**config.mk**
```make
export PLATFORM = sky130hd
export DESIGN_NAME = adder_4bit
export DESIGN_NICKNAME = d
export VERILOG_FILES = /design/src/rtl/adder_4bit.sv
export SDC_FILE = /design/constraint.sdc
export NUM_CORES = 1
export LEC_CHECK = 0
export ABC_AREA = 1
export CORE_AREA = 2 2 39 41
export CTS_BUF_LIST = sky130_fd_sc_hd__clkbuf_8
export DETAILED_ROUTE_END_ITERATION = 8
export DIE_AREA = 0 0 41 43
export GPL_ROUTABILITY_DRIVEN = 0
export PLACE_DENSITY = 0.56
export SLEW_MARGIN = 20
export SYNTH_ARGS = -nofsm -noshare
export SYNTH_HDL_FRONTEND = slang
export SYNTH_SLANG_ARGS = --single-unit
```
**constraint.sdc**
```tcl
create_clock -name clk -period 2.7 [get_ports clk]
set_input_delay 0.405 -clock clk [delete_from_list [all_inputs] [get_ports clk]]
set_output_delay 0.405 -clock clk [all_outputs]
set_load 0.03 [all_outputs]
```
**src/rtl/adder_4bit.sv**
```systemverilog
// Four-bit ripple-carry adder with combinational and registered results.
// Define ADDER_4BIT_OVF_EN to add the signed-overflow outputs ovf and ovf_q.
module adder_4bit (
  input  logic [3:0] A,
  input  logic [3:0] B,
  output logic [3:0] sum,
  input  logic       cin,
  output logic       cout,
  input  logic       clk,
  input  logic       rst,
  output logic [3:0] sum_q,
  output logic       cout_q
`ifdef ADDER_4BIT_OVF_EN
  ,
  output logic       ovf,
  output logic       ovf_q
`endif
);

  function automatic logic fa_sum(input logic a, input logic b, input logic c);
    return a ^ b ^ c;
  endfunction

  function automatic logic fa_carry(input logic a, input logic b, input logic c);
    return (a & b) | (c & (a ^ b));
  endfunction

  logic [3:0] sum_s;
  logic       cout_s;
`ifdef ADDER_4BIT_OVF_EN
  logic       c3_s;
  logic       ovf_s;
`endif

  // Ripple chain of four full-adder cells, carry flowing from bit 0 to bit 3.
  always_comb begin
    logic c;
    sum_s  = 4'b0000;
    cout_s = 1'b0;
`ifdef ADDER_4BIT_OVF_EN
    c3_s   = 1'b0;
`endif
    c = cin;
    for (int i = 0; i < 4; i++) begin
`ifdef ADDER_4BIT_OVF_EN
      if (i == 3) begin
        c3_s = c;
      end else begin
        c3_s = c3_s;
      end
`endif
      sum_s[i] = fa_sum(A[i], B[i], c);
      c        = fa_carry(A[i], B[i], c);
    end
    cout_s = c;
  end

`ifdef ADDER_4BIT_OVF_EN
  // Signed overflow: carry into the sign bit differs from carry out of it.
  assign ovf_s = c3_s ^ cout_s;
  assign ovf   = ovf_s;
`endif

  assign sum  = sum_s;
  assign cout = cout_s;

  // Pipeline copy of the result; reset wins over capture on the same edge.
  always_ff @(posedge clk) begin
    if (rst) begin
      sum_q  <= 4'b0000;
      cout_q <= 1'b0;
`ifdef ADDER_4BIT_OVF_EN
      ovf_q  <= 1'b0;
`endif
    end else begin
      sum_q  <= sum_s;
      cout_q <= cout_s;
`ifdef ADDER_4BIT_OVF_EN
      ovf_q  <= ovf_s;
`endif
    end
  end

endmodule

```
== Word level (Yosys, flattened, before mapping) ==
Cells that the tools add are included.

* Bits in read-only memories: 0
* Register bits: 5
* Logic and storage cells: 22
* Latch bits: 0
* Output and inout port bits: 10
* Memories: 0
* RAM bits: 0
* Input port bits: 11

* $lt $le $gt $ge: 0
* Bitwise operators: 20
* Shift-type cells: 0
* Reduce and logical (&&, ||, !) cells: 0
* Multiplexer cells: 0
* Add/subtract/negate cells: 0
* Div/mod/pow operators: 0
* Multipliers: 0
* Eq/ne operators: 0

{| class="wikitable"
|+ Operators by type and width
! operator !! number
|-
| AND 1 bit || 8
|-
| bitwise XOR 1 bit || 8
|-
| OR 1 bit || 4
|}

== Longest topological paths before layout ==
* Word-level depth: 9
* Mapped depth: 8
* Depth with buffers taken out: 8

== Worst setup path after synthesis ==
Ideal clock, no wire load.

* Path type: in2out
* Start point: input A[0]
* End point: output sum[3]
* Slack: 0.198 ns
* Required time: 2.295 ns
* Stages on the path: 8
* Path buffers: 0
* Data arrival time: 2.097 ns
* Path through: fa_1 inv_1 fa_1 inv_1 fa_1 inv_1 fa_1 inv_1

* Cells in the longest elaborated chain, start to end: 8
* Elaborated cells between the ends (all ways): 9
* Those cells by class: bitwise (9)

{| class="wikitable"
|+ Ends and longest elaborated chain
! element !! RTL line !! text
|-
| start: declaration || 4 || <nowiki>input logic [3:0] A,</nowiki>
|-
| bitwise XOR 1 bit || 25 || <nowiki>return (a & b) | (c & (a ^ b));</nowiki>
|-
| AND 1 bit || 25 ||
|-
| OR 1 bit (*) || 25 ||
|-
| AND 1 bit (*) || 25 ||
|-
| OR 1 bit (*) || 25 ||
|-
| AND 1 bit (*) || 25 ||
|-
| OR 1 bit (*) || 25 ||
|-
| bitwise XOR 1 bit (*) || 21 || <nowiki>return a ^ b ^ c;</nowiki>
|-
| end: declaration || 6 || <nowiki>output logic [3:0] sum,</nowiki>
|}

Mark *: on every way between the ends. The rest lies on a longest branch, timed or not.

== Final worst setup path ==
* Start point: input B[0]
* End point: output sum[3]

* Cells in the longest elaborated chain, start to end: 8
* Elaborated cells between the ends (all ways): 9
* Those cells by class: bitwise (9)

{| class="wikitable"
|+ Ends and longest elaborated chain
! element !! RTL line !! text
|-
| start: declaration || 5 || <nowiki>input logic [3:0] B,</nowiki>
|-
| bitwise XOR 1 bit || 25 ||
|-
| AND 1 bit || 25 ||
|-
| OR 1 bit (*) || 25 ||
|-
| AND 1 bit (*) || 25 ||
|-
| OR 1 bit (*) || 25 ||
|-
| AND 1 bit (*) || 25 ||
|-
| OR 1 bit (*) || 25 ||
|-
| bitwise XOR 1 bit (*) || 21 ||
|}

Marked as above.

==> metrics.log <==
INFO  metric outcome = finished, final reports clean
INFO  metric crit_start = B[0]
INFO  metric drive_gt1_share = 34.6%
INFO  metric hpwlAfterDp = 427 um
INFO  metric power.net_switching = around 0.11 mW
INFO  metric floorplan.io_pins = 21
INFO  metric drtAntennaViolNets = 0
INFO  metric cts_made_buffers = 3
INFO  metric final-max-slew-violation-count = 0
INFO  metric layout_worst_path_cycle_share = 97.2%
INFO  metric fp.dieH = around 43 um
INFO  metric hold_violations = 0
INFO  metric final_count_of_negative_setup_slack_endpoints = 0
INFO  metric clock_sink_count = 5
INFO  metric clock_path_buffers = 2
INFO  metric power.combinational.fraction = 37.7%
INFO  metric slowest_stage = fa_1
INFO  metric timing.critical_path.required = between 2000 and 2500 ps
INFO  metric clockRootBuffer = clkbuf_8
INFO  metric coreArea = 0.00138 mm2
INFO  metric p_per_area = 666 mW/mm2
INFO  metric hold_path_depth = 4
INFO  metric critical_path_buf_inv_count = 6
INFO  metric timing.final.crit_period = about 2600 ps
INFO  metric postSynthAreaPerCell = 9.38 um2
INFO  metric antenna_found_initial = 0
INFO  metric leakagePower = 0.267 nW
INFO  metric worst_ir_drop_vdd = about 0.15 mV
INFO  metric sum_of_routed_wire_length_over_all_layers = 480 um
INFO  metric worst_path_dominant_cell_family = adder cells
INFO  metric seq_area_frac_synth = 41.0%
INFO  metric timing.max_cap.violations = 0
INFO  metric end_kind = output port
INFO  metric detail_route.drc_violations = 0
INFO  metric synth_cell_type_count = 4
INFO  metric fp.dieW = between 40 and 50 um
INFO  metric cp_slowest_stage_delay = 410 ps
INFO  metric place_inst = 64
INFO  metric seq_power_share = 24.3%
INFO  metric cts_tree = built
INFO  metric pwr-share-clk = around two fifths
INFO  metric yosysWarnings = 0
INFO  metric power = 0.349 mW
INFO  metric worst_ep_arrival_time = 2220 ps
INFO  metric first_pass_grt_wire_length = 710 um
INFO  metric synth.cell_area = about 240 um2
INFO  metric max_slew.worst_pin.slew = roughly 300 ps
INFO  metric final_core_util = 37.9%
INFO  metric first_pass_iters = 1
INFO  metric hold_path_startpoint = cin
INFO  metric grt_setup_unrepaired = no
INFO  metric crit_path_cell_trace = clkdlybuf4s15_2 -> fa_2 -> inv_2 -> fa_2 -> inv_2 -> fa_2 -> inv_2 -> fa_1 -> inv_1 -> buf_6
INFO  metric antenna-diode-count = 0
INFO  metric flow.area_growth_from_synthesis = 115%
INFO  metric detail_route.iter0.violations = 0
INFO  metric clock_tree.htree_level_count = 1
INFO  metric core.rowCount = 14
INFO  metric timing.fmax = roughly 380 MHz
INFO  metric timing.setup.critical_path_class = input pin to output port
INFO  metric area_of_the_die = 0.00176 mm2
INFO  metric postSynthNetCount = 41
INFO  metric dr_total_vias = 233
INFO  metric p_sw_share = between 30% and 40%
INFO  metric final_cell_count_without_fillers = 68
INFO  metric worst_hold_path_type = input pin to flip-flop
INFO  metric whs = 644 ps
INFO  metric power_report.internal_total = about 0.24 mW
INFO  metric critical_path.max_fanout = 2
INFO  metric pin_count_of_the_biggest_net_entering_global_routing = 6
INFO  metric syn-instance-count = 26
INFO  metric path_clk_slew = 30 ps
INFO  metric final_net_count = 68
INFO  metric start_kind = input pin
INFO  metric post_drt_wl_per_cell = slightly above 7 um
INFO  metric slew-limit-headroom = about four fifths
INFO  metric detail_route.vias_per_cell = 3.43
INFO  metric ys_ff_latch = 5
INFO  metric placement.io_buffers = 20
INFO  metric initial_core_util = 17.6%
INFO  metric grt_use_total = 6.48%
INFO  metric grt_overflow_total = 0
INFO  metric number_of_gates_on_the_worst_path_with_buffers_counted = 10
INFO  metric via_count_of_the_first_global_routing_pass = approximately 220
## tightest hold or removal path, stage by stage
cell	delay, ps
buf_2	100
fa_2	210
inv_1	40
nor2_1	70
## metrics by stage
| stage | cell area (um2) | setup WS (ps) | setup TNS (ps) |
|---|---|---|---|
| 2_1_floorplan | 244 | 198 | 0 |
| 3_3_place_gp | 469 | -310 | -368 |
| 3_5_place_dp | 469 | -325 | -386 |
| 4_1_cts | 522 | 8.60 | 0 |
| 5_1_grt | 524 | 9.37 | 0 |
| 6_report | 524 | 76.4 | 0 |
## final timing paths
path | end | slack, ps
min | sum_q[0]$_SDFF_PP0_ | 640
max | sum[3] | 80
## what timing repair did
| action | CTS | global route |
|---|---|---|
| resized for setup | 16 | 2 |
| pin swaps | 4 | 3 |
| hold buffers | 0 | 0 |
| setup endpoints to repair | 2 | 1 |
| buffers inserted | 0 | 0 |
## cells by family after synthesis
logic type / Yosys count / synth area share [%]
fa+ha+maj: 4 / 32.8
buf+inv: 12 / 18.5
simple gates: 5 / 7.69
flops: 5 / 41.0
## per-layer routing
metal  global-route usage, %  share of wire, %  up-vias
met3                       0               7.3        2
met5                       0                 0        -
met1                    5.61                33      100
li1                        -                 -      117
met4                    10.0               2.9        0
met2                    10.0                56       14
## power groups by stage
| stage | registers, mW | clock network, mW | logic (mW) |
|---|---|---|---|
| after global placement | 0.0855 | 0 | 0.129 |
| after floorplan | 0.103 | 0 | 0.0519 |
| final | 0.0847 | 0.133 | 0.132 |
| after CTS | 0.0848 | 0.137 | 0.134 |
| after global routing | 0.0851 | 0.139 | 0.142 |
| after detailed placement | 0.0859 | 0 | 0.129 |
## cell usage in the layout (no fill, tap or decap), drive strengths merged
cell and instances:
inv 13, dlymetal6s2s 1, fa 4, clkbuf 3, clkdlybuf4s15 2, dfxtp 5, buf 7, clkdlybuf4s50 12
nor2 5
## state kept, by name, summed over array words and instances, names as in the netlist
signal,flops
sum_q,4
cout_q,1
## Yosys cell counts
cell type  count  area (um2)
nor2_1         5        18.8
dfxtp_1        5         100
inv_1         12        45.0
fa_1           4        80.1
## area by class of cell
cell class / count / area [um2]
Fill cell: 159 / 860
Timing Repair Buffer: 22 / 208
Multi-Input combinational cell: 9 / 106
Sequential cell: 5 / 100
Inverter: 12 / 45.0
Clock buffer: 3 / 41.3
Tap cell: 16 / 20.0
Clock inverter: 1 / 3.75
Note: power is estimated with default switching activity, not from simulation.
